**config.mk**
```make
export PLATFORM = sky130hd
export DESIGN_NAME = lmsm_sequencer
export DESIGN_NICKNAME = d
export VERILOG_FILES = /design/src/rtl/lmsm_sequencer_pkg.sv /design/src/rtl/lmsm_sequencer_mask_pick.sv /design/src/rtl/lmsm_sequencer.sv
export SDC_FILE = /design/constraint.sdc
export NUM_CORES = 1
export LEC_CHECK = 0
export ABC_AREA = 1
export BUFFER_PORTS_ARGS = -buffer_cell sky130_fd_sc_hd__buf_2
export CORE_ASPECT_RATIO = 0.8
export CORE_MARGIN = 10
export CORE_UTILIZATION = 35
export CTS_BUF_LIST = sky130_fd_sc_hd__clkbuf_16
export CTS_CLUSTER_SIZE = 12
export DETAILED_ROUTE_END_ITERATION = 10
export SLEW_MARGIN = 20
export SYNTH_ARGS = -nofsm -noshare
export SYNTH_HDL_FRONTEND = slang
export SYNTH_SLANG_ARGS = --single-unit
```
**constraint.sdc**
```tcl
create_clock -name clk -period 7.87 [get_ports clk]
set_input_delay 0.787 -clock clk [delete_from_list [all_inputs] [get_ports clk]]
set_output_delay 0.787 -clock clk [all_outputs]
set_load 0.03 [all_outputs]
```
**src/rtl/lmsm_sequencer_pkg.sv**
```systemverilog
// ISA constants and field helpers shared by the decode-stage blocks.
// Opcodes, NOP encoding, sequencer state type.
package lmsm_sequencer_pkg;

   localparam int XLEN  = 16;
   localparam int NREG  = 8;
   localparam int OFF_W = 6;
   localparam int IDX_W = 3;

   localparam logic [3:0] OP_ADD = 4'b0000;
   localparam logic [3:0] OP_ADI = 4'b0001;
   localparam logic [3:0] OP_NDU = 4'b0010;
   localparam logic [3:0] OP_LHI = 4'b0011;
   localparam logic [3:0] OP_LW  = 4'b0100;
   localparam logic [3:0] OP_SW  = 4'b0101;
   localparam logic [3:0] OP_LM  = 4'b0110;
   localparam logic [3:0] OP_SM  = 4'b0111;
   localparam logic [3:0] OP_JAL = 4'b1000;
   localparam logic [3:0] OP_JLR = 4'b1001;
   localparam logic [3:0] OP_BEQ = 4'b1100;

   localparam logic [XLEN-1:0] NOP_IR = 16'hF000;

   typedef enum logic {
      S_IDLE,
      S_SEQ
   } state_t;

   function automatic logic [3:0] f_op(
      input logic [XLEN-1:0] ir
   );
      return ir[15:12];
   endfunction

   function automatic logic [2:0] f_ra(
      input logic [XLEN-1:0] ir
   );
      return ir[11:9];
   endfunction

   function automatic logic [2:0] f_rb(
      input logic [XLEN-1:0] ir
   );
      return ir[8:6];
   endfunction

   function automatic logic [2:0] f_rc(
      input logic [XLEN-1:0] ir
   );
      return ir[5:3];
   endfunction

   function automatic logic [5:0] f_imm6(
      input logic [XLEN-1:0] ir
   );
      return ir[5:0];
   endfunction

   function automatic logic [7:0] f_imm8(
      input logic [XLEN-1:0] ir
   );
      return ir[7:0];
   endfunction

   function automatic logic [NREG-1:0] onehot(
      input logic [IDX_W-1:0] idx
   );
      return NREG'(1) << idx;
   endfunction

   // Number of set mask bits strictly below idx.
   function automatic logic [IDX_W-1:0] popcount_below(
      input logic [NREG-1:0]  m,
      input logic [IDX_W-1:0] idx
   );
      logic [IDX_W-1:0] c;
      c = '0;
      for (int i = 0; i < NREG; i++) begin
         if (i < int'(idx) && m[i]) begin
            c = c + IDX_W'(1);
         end
      end
      return c;
   endfunction

endpackage

```
**src/rtl/lmsm_sequencer_mask_pick.sv**
```systemverilog
// Picks the next register of an LM/SM mask, lowest index first,
// holding a deferred base register back until it is the only bit left.
module lmsm_sequencer_mask_pick
   import lmsm_sequencer_pkg::*;
(
   input  logic [NREG-1:0]  mask,
   input  logic             defer_en,
   input  logic [IDX_W-1:0] defer_idx,
   output logic [IDX_W-1:0] idx,
   output logic [IDX_W-1:0] rank,
   output logic             is_last
);

   logic [NREG-1:0] defer_bit;
   logic [NREG-1:0] m_nd;
   logic [NREG-1:0] m_eff;

   always_comb begin
      defer_bit = defer_en ? onehot(defer_idx) : '0;
      m_nd      = mask & ~defer_bit;
      m_eff     = (m_nd != '0) ? m_nd : mask;
      idx       = '0;
      for (int i = NREG - 1; i >= 0; i--) begin
         if (m_eff[i]) begin
            idx = IDX_W'(i);
         end
      end
      rank    = popcount_below(mask, idx);
      is_last = (mask & ~onehot(idx)) == '0;
   end

endmodule

```
**src/rtl/lmsm_sequencer.sv**
```systemverilog
// Decode-stage LM/SM sequencer: expands multi-register transfers
// into LW/SW micro-ops behind a registered valid/ready output.
module lmsm_sequencer
   import lmsm_sequencer_pkg::*;
(
   input  logic            clk,
   input  logic            reset,
   input  logic [XLEN-1:0] in_ir,
   input  logic [XLEN-1:0] in_pc,
   input  logic            in_valid,
   output logic            in_ready,
   output logic [XLEN-1:0] out_ir,
   output logic [XLEN-1:0] out_pc,
   output logic            out_valid,
   input  logic            out_ready,
   input  logic            flush,
   output logic            pc_hold,
   output logic            first_uop,
   output logic            last_uop
);

   state_t state, state_nx;

   logic [IDX_W-1:0] ra_q;
   logic [IDX_W-1:0] offset_q;
   logic [IDX_W-1:0] defer_off_q;
   logic             lm_q;
   logic [XLEN-1:0]  pc_q;
   logic [NREG-1:0]  mask_q;

   logic idle, load, accept;
   logic in_lm, in_multi;

   logic [NREG-1:0]  pk_mask;
   logic             pk_defer;
   logic [IDX_W-1:0] pk_didx;
   logic [IDX_W-1:0] pk_idx;
   logic [IDX_W-1:0] pk_rank;
   logic             pk_last;

   logic             uop_lm;
   logic [IDX_W-1:0] uop_ra;
   logic [IDX_W-1:0] uop_off;
   logic [XLEN-1:0]  uop_ir;

   assign idle     = state == S_IDLE;
   assign load     = !out_valid || out_ready;
   assign accept   = in_valid && in_ready;
   assign in_lm    = f_op(in_ir) == OP_LM;
   assign in_multi = in_lm || f_op(in_ir) == OP_SM;

   lmsm_sequencer_mask_pick u_pick (
      .mask      (pk_mask),
      .defer_en  (pk_defer),
      .defer_idx (pk_didx),
      .idx       (pk_idx),
      .rank      (pk_rank),
      .is_last   (pk_last)
   );

   // IDLE picks from the incoming IR, SEQ from the latched copy.
   always_comb begin
      pk_mask  = mask_q;
      pk_defer = lm_q;
      pk_didx  = ra_q;
      uop_lm   = lm_q;
      uop_ra   = ra_q;
      uop_off  = offset_q + pk_rank;
      if (idle) begin
         pk_mask  = f_imm8(in_ir);
         pk_defer = in_lm;
         pk_didx  = f_ra(in_ir);
         uop_lm   = in_lm;
         uop_ra   = f_ra(in_ir);
         uop_off  = pk_rank;
      end else if (lm_q && pk_idx == ra_q) begin
         uop_off = defer_off_q;
      end
      uop_ir = {uop_lm ? OP_LW : OP_SW, pk_idx, uop_ra,
                OFF_W'(uop_off)};
   end

   always_ff @(posedge clk) begin
      if (reset) begin
         state <= S_IDLE;
      end else begin
         state <= state_nx;
      end
   end

   always_comb begin
      state_nx = state;
      if (flush) begin
         state_nx = S_IDLE;
      end else begin
         unique case (state)
            S_IDLE:
               if (accept && in_multi && !pk_last) begin
                  state_nx = S_SEQ;
               end
            S_SEQ:
               if (load && pk_last) begin
                  state_nx = S_IDLE;
               end
         endcase
      end
   end

   // pc_hold drops while the final micro-op is being loaded.
   always_comb begin
      in_ready = idle && load && !flush;
      pc_hold  = (!idle && !(load && pk_last)) ||
                 (accept && in_multi && !pk_last);
   end

   always_ff @(posedge clk) begin
      if (reset) begin
         out_valid   <= 1'b0;
         out_ir      <= NOP_IR;
         out_pc      <= '0;
         first_uop   <= 1'b0;
         last_uop    <= 1'b0;
         ra_q        <= '0;
         lm_q        <= 1'b0;
         pc_q        <= '0;
         mask_q      <= '0;
         offset_q    <= '0;
         defer_off_q <= '0;
      end else if (flush) begin
         out_valid <= 1'b0;
         first_uop <= 1'b0;
         last_uop  <= 1'b0;
         mask_q    <= '0;
         offset_q  <= '0;
      end else if (load) begin
         if (!idle) begin
            out_valid <= 1'b1;
            out_ir    <= uop_ir;
            out_pc    <= pc_q;
            first_uop <= 1'b0;
            last_uop  <= pk_last;
            mask_q    <= mask_q & ~onehot(pk_idx);
            offset_q  <= offset_q + IDX_W'(1);
         end else if (accept) begin
            out_valid <= 1'b1;
            out_pc    <= in_pc;
            first_uop <= in_multi;
            last_uop  <= in_multi ? pk_last : 1'b1;
            if (!in_multi) begin
               out_ir <= in_ir;
            end else if (f_imm8(in_ir) == '0) begin
               out_ir <= NOP_IR;
            end else begin
               out_ir <= uop_ir;
            end
            if (in_multi) begin
               ra_q        <= f_ra(in_ir);
               lm_q        <= in_lm;
               pc_q        <= in_pc;
               defer_off_q <= popcount_below(f_imm8(in_ir),
                                             f_ra(in_ir));
               mask_q      <= pk_last ? '0 :
                              f_imm8(in_ir) & ~onehot(pk_idx);
               offset_q    <= IDX_W'(1);
            end
         end else begin
            out_valid <= 1'b0;
            first_uop <= 1'b0;
            last_uop  <= 1'b0;
         end
      end
   end

endmodule

```
==> flow_metrics.env, run 1 <==
export IMPL_status="completed"
export IMPL_n_fill_cell=1295
export IMPL_place_hpwl_mm=10.6
export IMPL_vias_per_cell=5.17
export IMPL_cts_setup_buffers=0
export IMPL_die_area_mm2=0.0175
export IMPL_worstPathRequired_ns=8.13
export IMPL_sequentialPowerShare_pct=39.1
export IMPL_grt_overflow=0
export IMPL_slowest_delay_ns=0.53
export IMPL_diodes=0
export IMPL_avgRoutedWirePerCell_um=15.6
export IMPL_ctsHoldBuffers=0
export IMPL_min_delay_start="last_uop$_SDFFE_PP0N_"
export IMPL_grt_pass1_wl_mm=22.6
export IMPL_holdWs_ns=0.466
export IMPL_place_congestion=0.921
export IMPL_max_freq_mhz=154
export IMPL_power_leakage_nw=2.45
export IMPL_ir_drop_v=0.000115
export IMPL_clk_latency_ns=0.33
export IMPL_ys_seq_area_share_pct=31.9
export IMPL_clock_skew_ns=0.00717
export IMPL_startpoint_type="flip-flop"
export IMPL_core_mm2=0.0123
export IMPL_synth_cells=655
export IMPL_rsz0062_at_grt="no"
export IMPL_switching_share_pct=29.9
export IMPL_grt_max_degree=50
export IMPL_critPathCaptureType="flip-flop"
export IMPL_ys_ff_latch=70
export IMPL_cap_viol_max_count=0
export IMPL_worstPathMaxFanout=20
export IMPL_start_util_pct=35.9
export IMPL_crit_top_cell="nand2_1"
export IMPL_r2r_start="state$_SDFF_PP0_"
export IMPL_cts_buffers=9
export IMPL_fin_crit_sh_pct=82.3
export IMPL_rows=36
export IMPL_syn_avg_cell_area_um2=6.72
export IMPL_clock_path_buffers=2
export IMPL_drc=0
export IMPL_combPwrFrac_pct=18.4
export IMPL_power_frac_clock_pct=42.5
export IMPL_syn_nets=709
export IMPL_p_switching_mw=0.285
export IMPL_min_path_type="flip-flop to flip-flop"
export IMPL_arrival_ns=6.74
export IMPL_critical_path_slowest_cell="inv_1"
export IMPL_grt_pass1_vias=4502
export IMPL_clk_root_buffer_cell="clkbuf_16"
export IMPL_cts_tree="done"
export IMPL_startpoint="state$_SDFF_PP0_"
export IMPL_crit_buf_inv=5
export IMPL_synthesis_area_mm2=0.00440
export IMPL_crit_family="simple AND/OR/NAND/NOR gates"
export IMPL_drive_gt1_share_pct=20.9
export IMPL_criticalPathCategory="flip-flop to flip-flop"
export IMPL_fin_nets=771
export IMPL_vias=4618
export IMPL_antenna_found_initial=0
export IMPL_ys_warn_count=0
export IMPL_drtAntennaViolNets=0
export IMPL_power_density_mw_per_mm2=184
export IMPL_path_clk_slew_ns=0.06
export IMPL_die_h_um=120
export IMPL_cts_htree_levels=3
export IMPL_reg2reg_setup_slack_ns=1.39
export IMPL_hold_violations=0
export IMPL_worst_slack_ns=1.39
export IMPL_cts_resized=0
export IMPL_yosysUniqueCellTypes=41
export IMPL_dp_cells=877
export IMPL_slew_viol_final=0
export IMPL_worst_pin_slew_ns=0.863
export IMPL_p_int_mw=0.668
export IMPL_die_x_um=145
export IMPL_cts_sinks=70
export IMPL_track_usage_pct=15.3
export IMPL_wirelength_mm=14.0
export IMPL_final_cells=893
export IMPL_place_ws_ns=1.40
export IMPL_setup_viol=0
export IMPL_ioPinCount=74
export IMPL_area_growth_pct=17.9
export IMPL_tns_ns=0
export IMPL_period_needed_ns=6.48
export IMPL_portBuffers=73
export IMPL_slew_headroom_pct=42.4
export IMPL_firstDrtPassIters=6
export IMPL_drt_iter0_markers=403
[final cells by class]
type | count | area [um^2] | share of cell area, %
multi-input combinational | 485 | 2600 | 50.1
tap | 171 | 214 | 4.12
clock buffer | 9 | 225 | 4.34
sequential | 70 | 1400 | 27.0
inverter | 73 | 274 | 5.28
timing repair buffer | 78 | 403 | 7.76
clock inverter | 7 | 72.6 | 1.40
[logic make-up after synthesis]
logic type | synth area share [%]
xor+xnor | 2.19
compound gates | 21.2
buf+inv | 9.07
fa+ha+maj | 5.01
flops | 31.9
mux | 0.483
simple gates | 30.2
[path summary, 6_finish.rpt]
| path | end | cells after the start |
|---|---|---|
| max | out_ir[1]$_SDFFE_PP0P_ | 40 |
| min | last_uop$_SDFFE_PP0N_ | 2 |
| max reg2reg | out_ir[1]$_SDFFE_PP0P_ | 40 |
| min reg2reg | last_uop$_SDFFE_PP0N_ | 2 |
[tightest hold or removal path, delay by kind of cell (launching register included)]
family	cells	cell delay [ns]
and+or+nand+nor	1	0.06
AOI/OAI and AO/OA	1	0.05
DFF	1	0.31
[flip-flops by register name (all words and copies together), names as in the netlist]
signal and flops:
state 1, lm_q 1, out_valid 1, pc_q 16, mask_q 8, defer_off_q 3
last_uop 1, offset_q 3, ra_q 3, out_pc 16, first_uop 1, out_ir 16
[stage by stage]
stage                     total power [mW]  instance area (um^2)  util, %
final                                0.954                  5190     42.4
after global routing                 0.993                  5190     42.4
after CTS                            0.957                  5190     42.4
after detailed placement             0.555                  4890     39.9
after global placement               0.550                  4890     39.9
after floorplan                      0.502                  4400        -
[cell usage after synthesis (all sizes together)]
cell,number,share of area (%)
nand2,166,16
o21ai,82,9.8
inv,73,6.2
dfxtp,70,32
nor2,63,6.1
a21oi,47,5.3
nand3,41,5.7
clkbuf,21,1.8
a31oi,18,2.6
ha,16,4.6
xor2,8,1.6
nand4,7,1.0
buf,6,1.1
o21a,6,1.1
nor3,5,0.57
a211oi,4,0.68
or2,4,0.57
o211ai,3,0.51
xnor2,3,0.60
nand3b,2,0.34
o21bai,2,0.43
o221ai,2,0.40
a22oi,1,0.17
and2,1,0.14
fa,1,0.46
mux2,1,0.26
mux2i,1,0.23
o31ai,1,0.17
[placed cells by master (no fill, tap or decap), types with 3 or more instances in the layout]
master / synthesis / routed
nand2_1: 145 / 145
buf_2: 1 / 73
dfxtp_1: 70 / 70
inv_1: 63 / 63
o21ai_0: 62 / 62
nor2_1: 56 / 56
a21oi_1: 47 / 47
nand3_1: 35 / 35
a31oi_1: 18 / 18
nand2_2: 17 / 17
ha_1: 16 / 16
o21ai_1: 14 / 14
inv_2: 10 / 10
clkbuf_16: 0 / 9
xor2_1: 8 / 8
nand4_1: 7 / 7
o21ai_2: 6 / 6
o21a_1: 5 / 5
nor3_1: 5 / 5
buf_4: 0 / 5
nand2_4: 4 / 4
nor2_2: 4 / 4
nand3_2: 4 / 4
or2_2: 4 / 4
a211oi_1: 4 / 4
nor2_4: 3 / 3
xnor2_1: 3 / 3
o211ai_1: 3 / 3
[routing by layer]
layer	vias to the layer above	part of all wire, %	track usage, %
li1	2290	-	-
met1	2154	48	20.6
met2	160	45	25.1
met3	14	6.4	2.80
met4	0	1.1	3.22
met5	-	0	0
[power groups by stage]
| stage | clock network (mW) | registers (mW) | logic (mW) |
|---|---|---|---|
| 3_5_place_dp | 0 | 0.381 | 0.174 |
| 5_1_grt | 0.424 | 0.374 | 0.194 |
| 3_3_place_gp | 0 | 0.381 | 0.169 |
| 4_1_cts | 0.409 | 0.373 | 0.175 |
| 2_1_floorplan | 0 | 0.398 | 0.104 |
| 6_report | 0.405 | 0.373 | 0.176 |
Power figures use the tool's default switching activity.
==> run 2: changes to the inputs <==
--- a/config.mk
+++ b/config.mk
@@ -5,7 +5,7 @@
 export SDC_FILE = /design/constraint.sdc
 export NUM_CORES = 1
 export LEC_CHECK = 0
-export ABC_AREA = 1
+export ABC_AREA = 0
 export BUFFER_PORTS_ARGS = -buffer_cell sky130_fd_sc_hd__buf_2
 export CORE_ASPECT_RATIO = 0.8
 export CORE_MARGIN = 10
==> constraint.sdc (replaced) <==
create_clock -name clk -period 5.4 [get_ports clk]
set_input_delay 0.54 -clock clk [delete_from_list [all_inputs] [get_ports clk]]
set_output_delay 0.54 -clock clk [all_outputs]
set_load 0.03 [all_outputs]
==> run 2 against run 1 <==
Sequential share of layout area fell by 4.6 points. Cell count rose by 1.3%. Critical path type unchanged. Largest cell class unchanged. Critical path depth fell by 18. Clock power rose by 43%. Non-clock buffer count rose by 66. Count of clock-buffer cells in the layout did not move. Largest power group unchanged. Via count rose by 12%. Die area rose by 9.0%. Utilization rose by 3.9 points. Sequential power rose by 45%. Register-to-register slack got worse by 1.2 ns.
==> flow_metrics.env, run 2 <==
export IMPL_worst_pin_slew_ns=1.07
export IMPL_synth_common_cells="nand2_1 (84), dfxtp_1 (70), nor2_1 (66)"
export IMPL_rows=38
export IMPL_status="completed"
export IMPL_fin_util_pct=46.2
export IMPL_n_fill_cell=1364
export IMPL_drive_gt1_share_pct=31.9
export IMPL_layout_common_cells="nand2_1 (84), buf_2 (73), buf_4 (67)"
export IMPL_multi_input_area_mm2=0.00336
export IMPL_holdWs_ns=0.454
export IMPL_synth_top_area_share_pct=28.8
export IMPL_die_x_um=152
export IMPL_place_hpwl_mm=12.7
export IMPL_antenna_found_initial=0
export IMPL_start_util_pct=35.8
export IMPL_place_ws_ns=-0.0234
export IMPL_period_needed_ns=5.22
export IMPL_clk_latency_ns=0.33
export IMPL_cap_viol_max_count=0
export IMPL_ioPinCount=74
export IMPL_synthesis_area_mm2=0.00487
export IMPL_startpoint_type="flip-flop"
export IMPL_clock_path_buffers=2
export IMPL_slew_viol_final=0
export IMPL_clock_skew_ns=0.00645
export IMPL_worst_slack_ns=0.181
export IMPL_ys_ff_latch=70
export IMPL_wirelength_mm=17.2
export IMPL_yosysUniqueCellTypes=94
export IMPL_yosys_top_cells_area="dfxtp_1 (29%), nand2_1 (6.5%), mux2i_1 (5.6%)"
export IMPL_criticalPathCategory="flip-flop to flip-flop"
export IMPL_place_area_mm2=0.00563
export IMPL_clk_root_buffer_cell="clkbuf_16"
export IMPL_min_path_type="flip-flop to flip-flop"
export IMPL_max_freq_mhz=192
export IMPL_fin_nets=774
export IMPL_synthArstFlopShare_pct=0
export IMPL_cts_sinks=70
export IMPL_drt_iter0_markers=643
export IMPL_area_growth_pct=29.2
export IMPL_final_cells=905
export IMPL_critPathCaptureType="flip-flop"
export IMPL_power_leakage_nw=2.48
export IMPL_die_h_um=125
export IMPL_syn_nets=655
export IMPL_portBuffers=73
export IMPL_power_density_mw_per_mm2=231
export IMPL_grt_pass1_vias=4596
export IMPL_worstPathMaxFanout=7
export IMPL_layout_commonest_cell="nand2_1"
export IMPL_ys_seq_area_share_pct=28.8
export IMPL_worstPathRequired_ns=5.63
export IMPL_dp_cells=863
export IMPL_drtAntennaViolNets=0
export IMPL_synth_cells=601
export IMPL_fin_crit_sh_pct=96.6
export IMPL_ys_warn_count=0
export IMPL_vias=5155
export IMPL_cts_htree_levels=3
export IMPL_grt_pass1_wl_mm=25.2
export IMPL_path_clk_slew_ns=0.06
export IMPL_track_usage_pct=16.0
export IMPL_stdcell_area_mm2=0.00629
export IMPL_yosysMostFrequentCell="nand2_1"
export IMPL_syn_avg_cell_area_um2=8.10
export IMPL_yosysTopAreaCell="dfxtp_1"
export IMPL_largestRegisters="out_ir x16, out_pc x16, pc_q x16"
export IMPL_arrival_ns=5.45
export IMPL_tns_ns=0
export IMPL_cts_tree="done"
export IMPL_die_area_mm2=0.0191
export IMPL_firstDrtPassIters=5
export IMPL_cts_buffers=9
export IMPL_vias_per_cell=5.70
export IMPL_register_area_mm2=0.00141
export IMPL_power_mw=1.45
export IMPL_synth_edf_count=0
export IMPL_grt_overflow=0
export IMPL_setup_viol=0
export IMPL_ys_flop_type="dfxtp_1"
export IMPL_grt_max_degree=58
export IMPL_drc=0
export IMPL_hold_violations=0
export IMPL_diodes=0
export IMPL_place_congestion=0.947
export IMPL_reg2reg_setup_slack_ns=0.18
export IMPL_ir_drop_v=0.000164
export IMPL_avgRoutedWirePerCell_um=19.0
export IMPL_slew_headroom_pct=28.4
export IMPL_core_mm2=0.0136
[run 2: cell count changes after synthesis, moves of 9 or more]
cell,previous run,this run
nand2_2,17,1
o21ai_0,62,18
xnor2_1,3,12
nand2_1,145,84
nor2_1,56,66
nand3_1,35,9
a31oi_1,18,7
o21ai_1,14,2
inv_1,63,13
a211oi_1,4,31
mux2i_1,1,27
[run 2: kinds of logic after synthesis]
kind of cell | synth area share [%]
AOI/OAI and AO/OA | 27.6
buffers and inverters | 5.12
adders and majority gates | 4.52
DFF | 28.8
xor gates and xnor gates | 3.24
and+or+nand+nor | 22.5
muxes | 8.23
[run 2: area by class of cell]
| cell class | count | share of cell area (%) |
|---|---|---|
| clock inverters | 7 | 1.03 |
| repair buffers | 144 | 15.1 |
| well taps | 180 | 3.58 |
| inverters | 15 | 0.895 |
| flip-flops and latches | 70 | 22.4 |
| clock buffers | 9 | 3.58 |
| multi-input cells | 480 | 53.4 |
[run 2: report_power, final]
group          internal [mW]  leakage (nW)  total (mW)  switching, mW
logic                  0.131          1.77       0.334          0.202
clock network          0.354         0.143       0.578          0.224
registers              0.532         0.570       0.542        0.00972
[run 2: critical path, stage by stage (launching register included)]
cell and delay (ns):
dfxtp_4 0.44, buf_12 0.14, mux2_4 0.34, a221oi_4 0.39, buf_4 0.19, a31oi_2 0.11
or2_4 0.29, a21o_1 0.17, and2_1 0.18, nor2_2 0.17, a21oi_2 0.09, ha_1 0.31
xor2_1 0.18, or2_2 0.31, o211a_4 0.25, inv_1 0.07, ha_1 0.23, or2b_1 0.24
o211ai_1 0.12, fa_1 0.44, o21ai_1 0.08, o211ai_1 0.10, a311oi_1 0.27
[run 2: routing by layer]
| layer | wire length [um] | GRT usage, % |
|---|---|---|
| met1 | 7540 | 21.9 |
| met2 | 7800 | 24.5 |
| met3 | 1500 | 3.84 |
| met4 | 323 | 4.47 |
| met5 | 0 | 0 |
[run 2: timing repair]
action | 4_1_cts | 5_1_grt
gates resized for setup | 1 | 31
setup endpoints to repair | 1 | 2
hold buffers | 0 | 0
buffers inserted | 0 | 24
pin swaps | 0 | 19
cloned | 0 | 2
[run 2: worst paths after layout]
| path | startpoint | to | cells after the start |
|---|---|---|---|
| min | pc_q[13]$_SDFFE_PP0P_ | pc_q[13]$_SDFFE_PP0P_ | 2 |
| max | state$_SDFF_PP0_ | out_ir[1]$_SDFFE_PP0P_ | 22 |
| max reg2reg | state$_SDFF_PP0_ | out_ir[1]$_SDFFE_PP0P_ | 22 |
| min reg2reg | pc_q[13]$_SDFFE_PP0P_ | pc_q[13]$_SDFFE_PP0P_ | 2 |
==> run 3: changes to the inputs <==
--- a/config.mk
+++ b/config.mk
@@ -5,7 +5,7 @@
 export SDC_FILE = /design/constraint.sdc
 export NUM_CORES = 1
 export LEC_CHECK = 0
-export ABC_AREA = 0
+export ABC_AREA = 1
 export BUFFER_PORTS_ARGS = -buffer_cell sky130_fd_sc_hd__buf_2
 export CORE_ASPECT_RATIO = 0.8
 export CORE_MARGIN = 10
==> constraint.sdc (replaced) <==
create_clock -name clk -period 5.4 [get_ports clk]
set_input_delay 1.08 -clock clk [delete_from_list [all_inputs] [get_ports clk]]
set_output_delay 1.08 -clock clk [all_outputs]
set_load 0.03 [all_outputs]
==> run 3 against run 2 <==
Die area fell by 8.2%. The run now ends with negative setup slack left. Hold slack better by 0.010 ns. Highest routed layer unchanged. Utilization grew 4.6 points. Largest power group unchanged. Maximum frequency decreased by 6.6%. Via count down 4.2%.
==> flow_metrics.env, run 3 (synthesis gave the netlist of run 1 again) <==
export IMPL_status="finished with violations"
export IMPL_violations="negative setup slack"
export IMPL_drive_gt1_share_pct=35.0
export IMPL_crit_top_cell="nand2_2"
export IMPL_wirelength_mm=14.9
export IMPL_fin_nets=860
export IMPL_criticalPathCategory="input port to flip-flop"
export IMPL_drc=0
export IMPL_sequentialPowerShare_pct=35.8
export IMPL_place_congestion=0.894
export IMPL_critPathCaptureType="flip-flop"
export IMPL_power_frac_clock_pct=41.4
export IMPL_diodes=0
export IMPL_firstDrtPassIters=5
export IMPL_layout_common_cells="nand2_1 (125), buf_4 (89), dfxtp_1 (69), buf_2 (69), o21ai_0 (61)"
export IMPL_worst_pin_slew_ns=0.942
export IMPL_area_growth_pct=41.7
export IMPL_power_density_mw_per_mm2=243
export IMPL_drt_iter0_markers=421
export IMPL_period_needed_ns=5.59
export IMPL_antenna_found_initial=0
export IMPL_ir_drop_v=0.000168
export IMPL_clock_skew_ns=0.00622
export IMPL_p_switching_mw=0.440
export IMPL_p_int_mw=1.08
export IMPL_crit_end="out_ir[1]$_SDFFE_PP0P_"
export IMPL_arrival_ns=5.85
export IMPL_min_path_type="flip-flop to flip-flop"
export IMPL_avgRoutedWirePerCell_um=15.2
export IMPL_grt_pass1_wl_mm=23.9
export IMPL_portBuffers=73
export IMPL_vias=4937
export IMPL_start_util_pct=35.9
export IMPL_place_hpwl_mm=11.3
export IMPL_switching_share_pct=29.0
export IMPL_grt_overflow=0
export IMPL_clk_root_buffer_cell="clkbuf_16"
export IMPL_worstPathMaxFanout=4
export IMPL_die_x_um=145
export IMPL_cts_buffers=9
export IMPL_setup_viol=2
export IMPL_clock_path_buffers=2
export IMPL_worst_r2r_path_depth=43
export IMPL_rows=36
export IMPL_rsz0062_at_grt="yes"
export IMPL_worstPathRequired_ns=5.67
export IMPL_reg2reg_setup_slack_ns=-0.04
export IMPL_r2r_start="state$_SDFF_PP0_"
export IMPL_ioPinCount=74
export IMPL_ctsHoldBuffers=0
export IMPL_cts_htree_levels=3
export IMPL_slowest_delay_ns=0.43
export IMPL_slew_viol_final=0
export IMPL_cts_tree="done"
export IMPL_grt_pass1_vias=4791
export IMPL_fin_util_pct=50.9
export IMPL_core_mm2=0.0123
export IMPL_hold_violations=0
export IMPL_slew_headroom_pct=37.1
export IMPL_combPwrFrac_pct=22.8
export IMPL_cts_sinks=70
export IMPL_startpoint_type="input port"
export IMPL_critical_path_slowest_cell="fa_1"
export IMPL_track_usage_pct=16.3
export IMPL_die_h_um=120
export IMPL_power_leakage_nw=2.94
export IMPL_die_area_mm2=0.0175
export IMPL_largestRegisters="out_ir x16, out_pc x16, pc_q x16"
export IMPL_place_area_mm2=0.00543
export IMPL_startpoint="in_ir[12]"
export IMPL_vias_per_cell=5.03
export IMPL_fin_crit_sh_pct=103
export IMPL_worst_slack_ns=-0.188
export IMPL_path_clk_slew_ns=0.06
export IMPL_max_freq_mhz=179
export IMPL_clk_latency_ns=0.33
export IMPL_drtAntennaViolNets=0
export IMPL_cap_viol_max_count=0
export IMPL_layout_commonest_cell="nand2_1"
export IMPL_grt_max_degree=36
export IMPL_stdcell_area_mm2=0.00623
export IMPL_rr_endpoint="out_ir[1]$_SDFFE_PP0P_"
export IMPL_n_fill_cell=1210
==> run 3: cell count changes in the layout (fill, tap and decap cells not counted), sizes merged, moves of 8 or more <==
| cell | before | now |
|---|---|---|
| inv | 15 | 72 |
| o21ai | 21 | 82 |
| mux2 | 10 | 1 |
| buf | 142 | 166 |
| nand2 | 85 | 167 |
| a31oi | 8 | 18 |
| nor3 | 17 | 5 |
| xnor2 | 12 | 3 |
| nand3 | 10 | 41 |
| and3 | 8 | 0 |
| mux2i | 28 | 1 |
| a211oi | 34 | 4 |
==> run 3: area by class of cell <==
cell class              count  area [um^2]  share of cell area (%)
multi-input cells         486         2890                    46.4
well taps                 171          214                    3.43
flip-flops and latches     70         1400                    22.5
repair buffers            166         1120                    17.9
clock inverters             7         88.8                    1.43
inverters                  73          293                    4.70
clock buffers               9          225                    3.61
==> run 3: worst min path at each step <==
stage	start	to	slack (ns)	cells past startpoint
after floorplan	mask_q[0]$_SDFFE_PP0P_	mask_q[0]$_SDFFE_PP0P_	0.44	2
after global placement	mask_q[7]$_SDFFE_PP0P_	mask_q[7]$_SDFFE_PP0P_	0.46	2
after detailed placement	out_ir[0]$_SDFFE_PP0P_	out_ir[0]$_SDFFE_PP0P_	0.46	2
after CTS	out_ir[0]$_SDFFE_PP0P_	out_ir[0]$_SDFFE_PP0P_	0.47	2
after global routing	out_ir[0]$_SDFFE_PP0P_	out_ir[0]$_SDFFE_PP0P_	0.48	2
final	out_ir[0]$_SDFFE_PP0P_	out_ir[0]$_SDFFE_PP0P_	0.46	2
==> run 3: power by group through the flow <==
stage	combinational [mW]	sequential [mW]	clock, mW
6_report	0.346	0.544	0.628
3_5_place_dp	0.300	0.555	0
2_1_floorplan	0.156	0.580	0
3_3_place_gp	0.294	0.555	0
5_1_grt	0.379	0.546	0.662
4_1_cts	0.328	0.544	0.639
==> run 3: worst max-delay path: cells and delay by family <==
kind / cells / cell delay (ns)
buffers and inverters: 6 / 0.48
AND/OR/NAND/NOR: 20 / 1.67
AO/OA/AOI/OAI: 11 / 1.49
adder cells (fa/ha/maj): 4 / 1.14
==> run 3: layer usage <==
layer | global-route usage (%) | vias to the layer above | share of wire (%)
met3 | 3.50 | 18 | 5.7
met4 | 3.91 | 0 | 1.4
met5 | 0 | - | 0
li1 | - | 2463 | -
met1 | 21.6 | 2311 | 47
met2 | 26.6 | 145 | 46
==> run 3: per-stage QoR <==
step | hold slack [ns] | TNS (ns) | cells | total power [mW] | setup WS [ns]
after floorplan | 0.442 | -0.459 | 655 | 0.736 | -0.268
after global placement | 0.456 | -0.762 | 941 | 0.848 | -0.407
after detailed placement | 0.459 | -1.25 | 941 | 0.855 | -0.648
after CTS | 0.468 | -0.259 | 971 | 1.51 | -0.175
after global routing | 0.477 | -1.05 | 982 | 1.59 | -0.540
final | 0.464 | -0.304 | 982 | 1.52 | -0.188
==> run 3: repair_timing <==
item,4_1_cts,5_1_grt
setup buffers,13,11
gates resized for setup,46,23
pin swaps,41,29
setup endpoints to repair,2,3
gates cloned,1,0
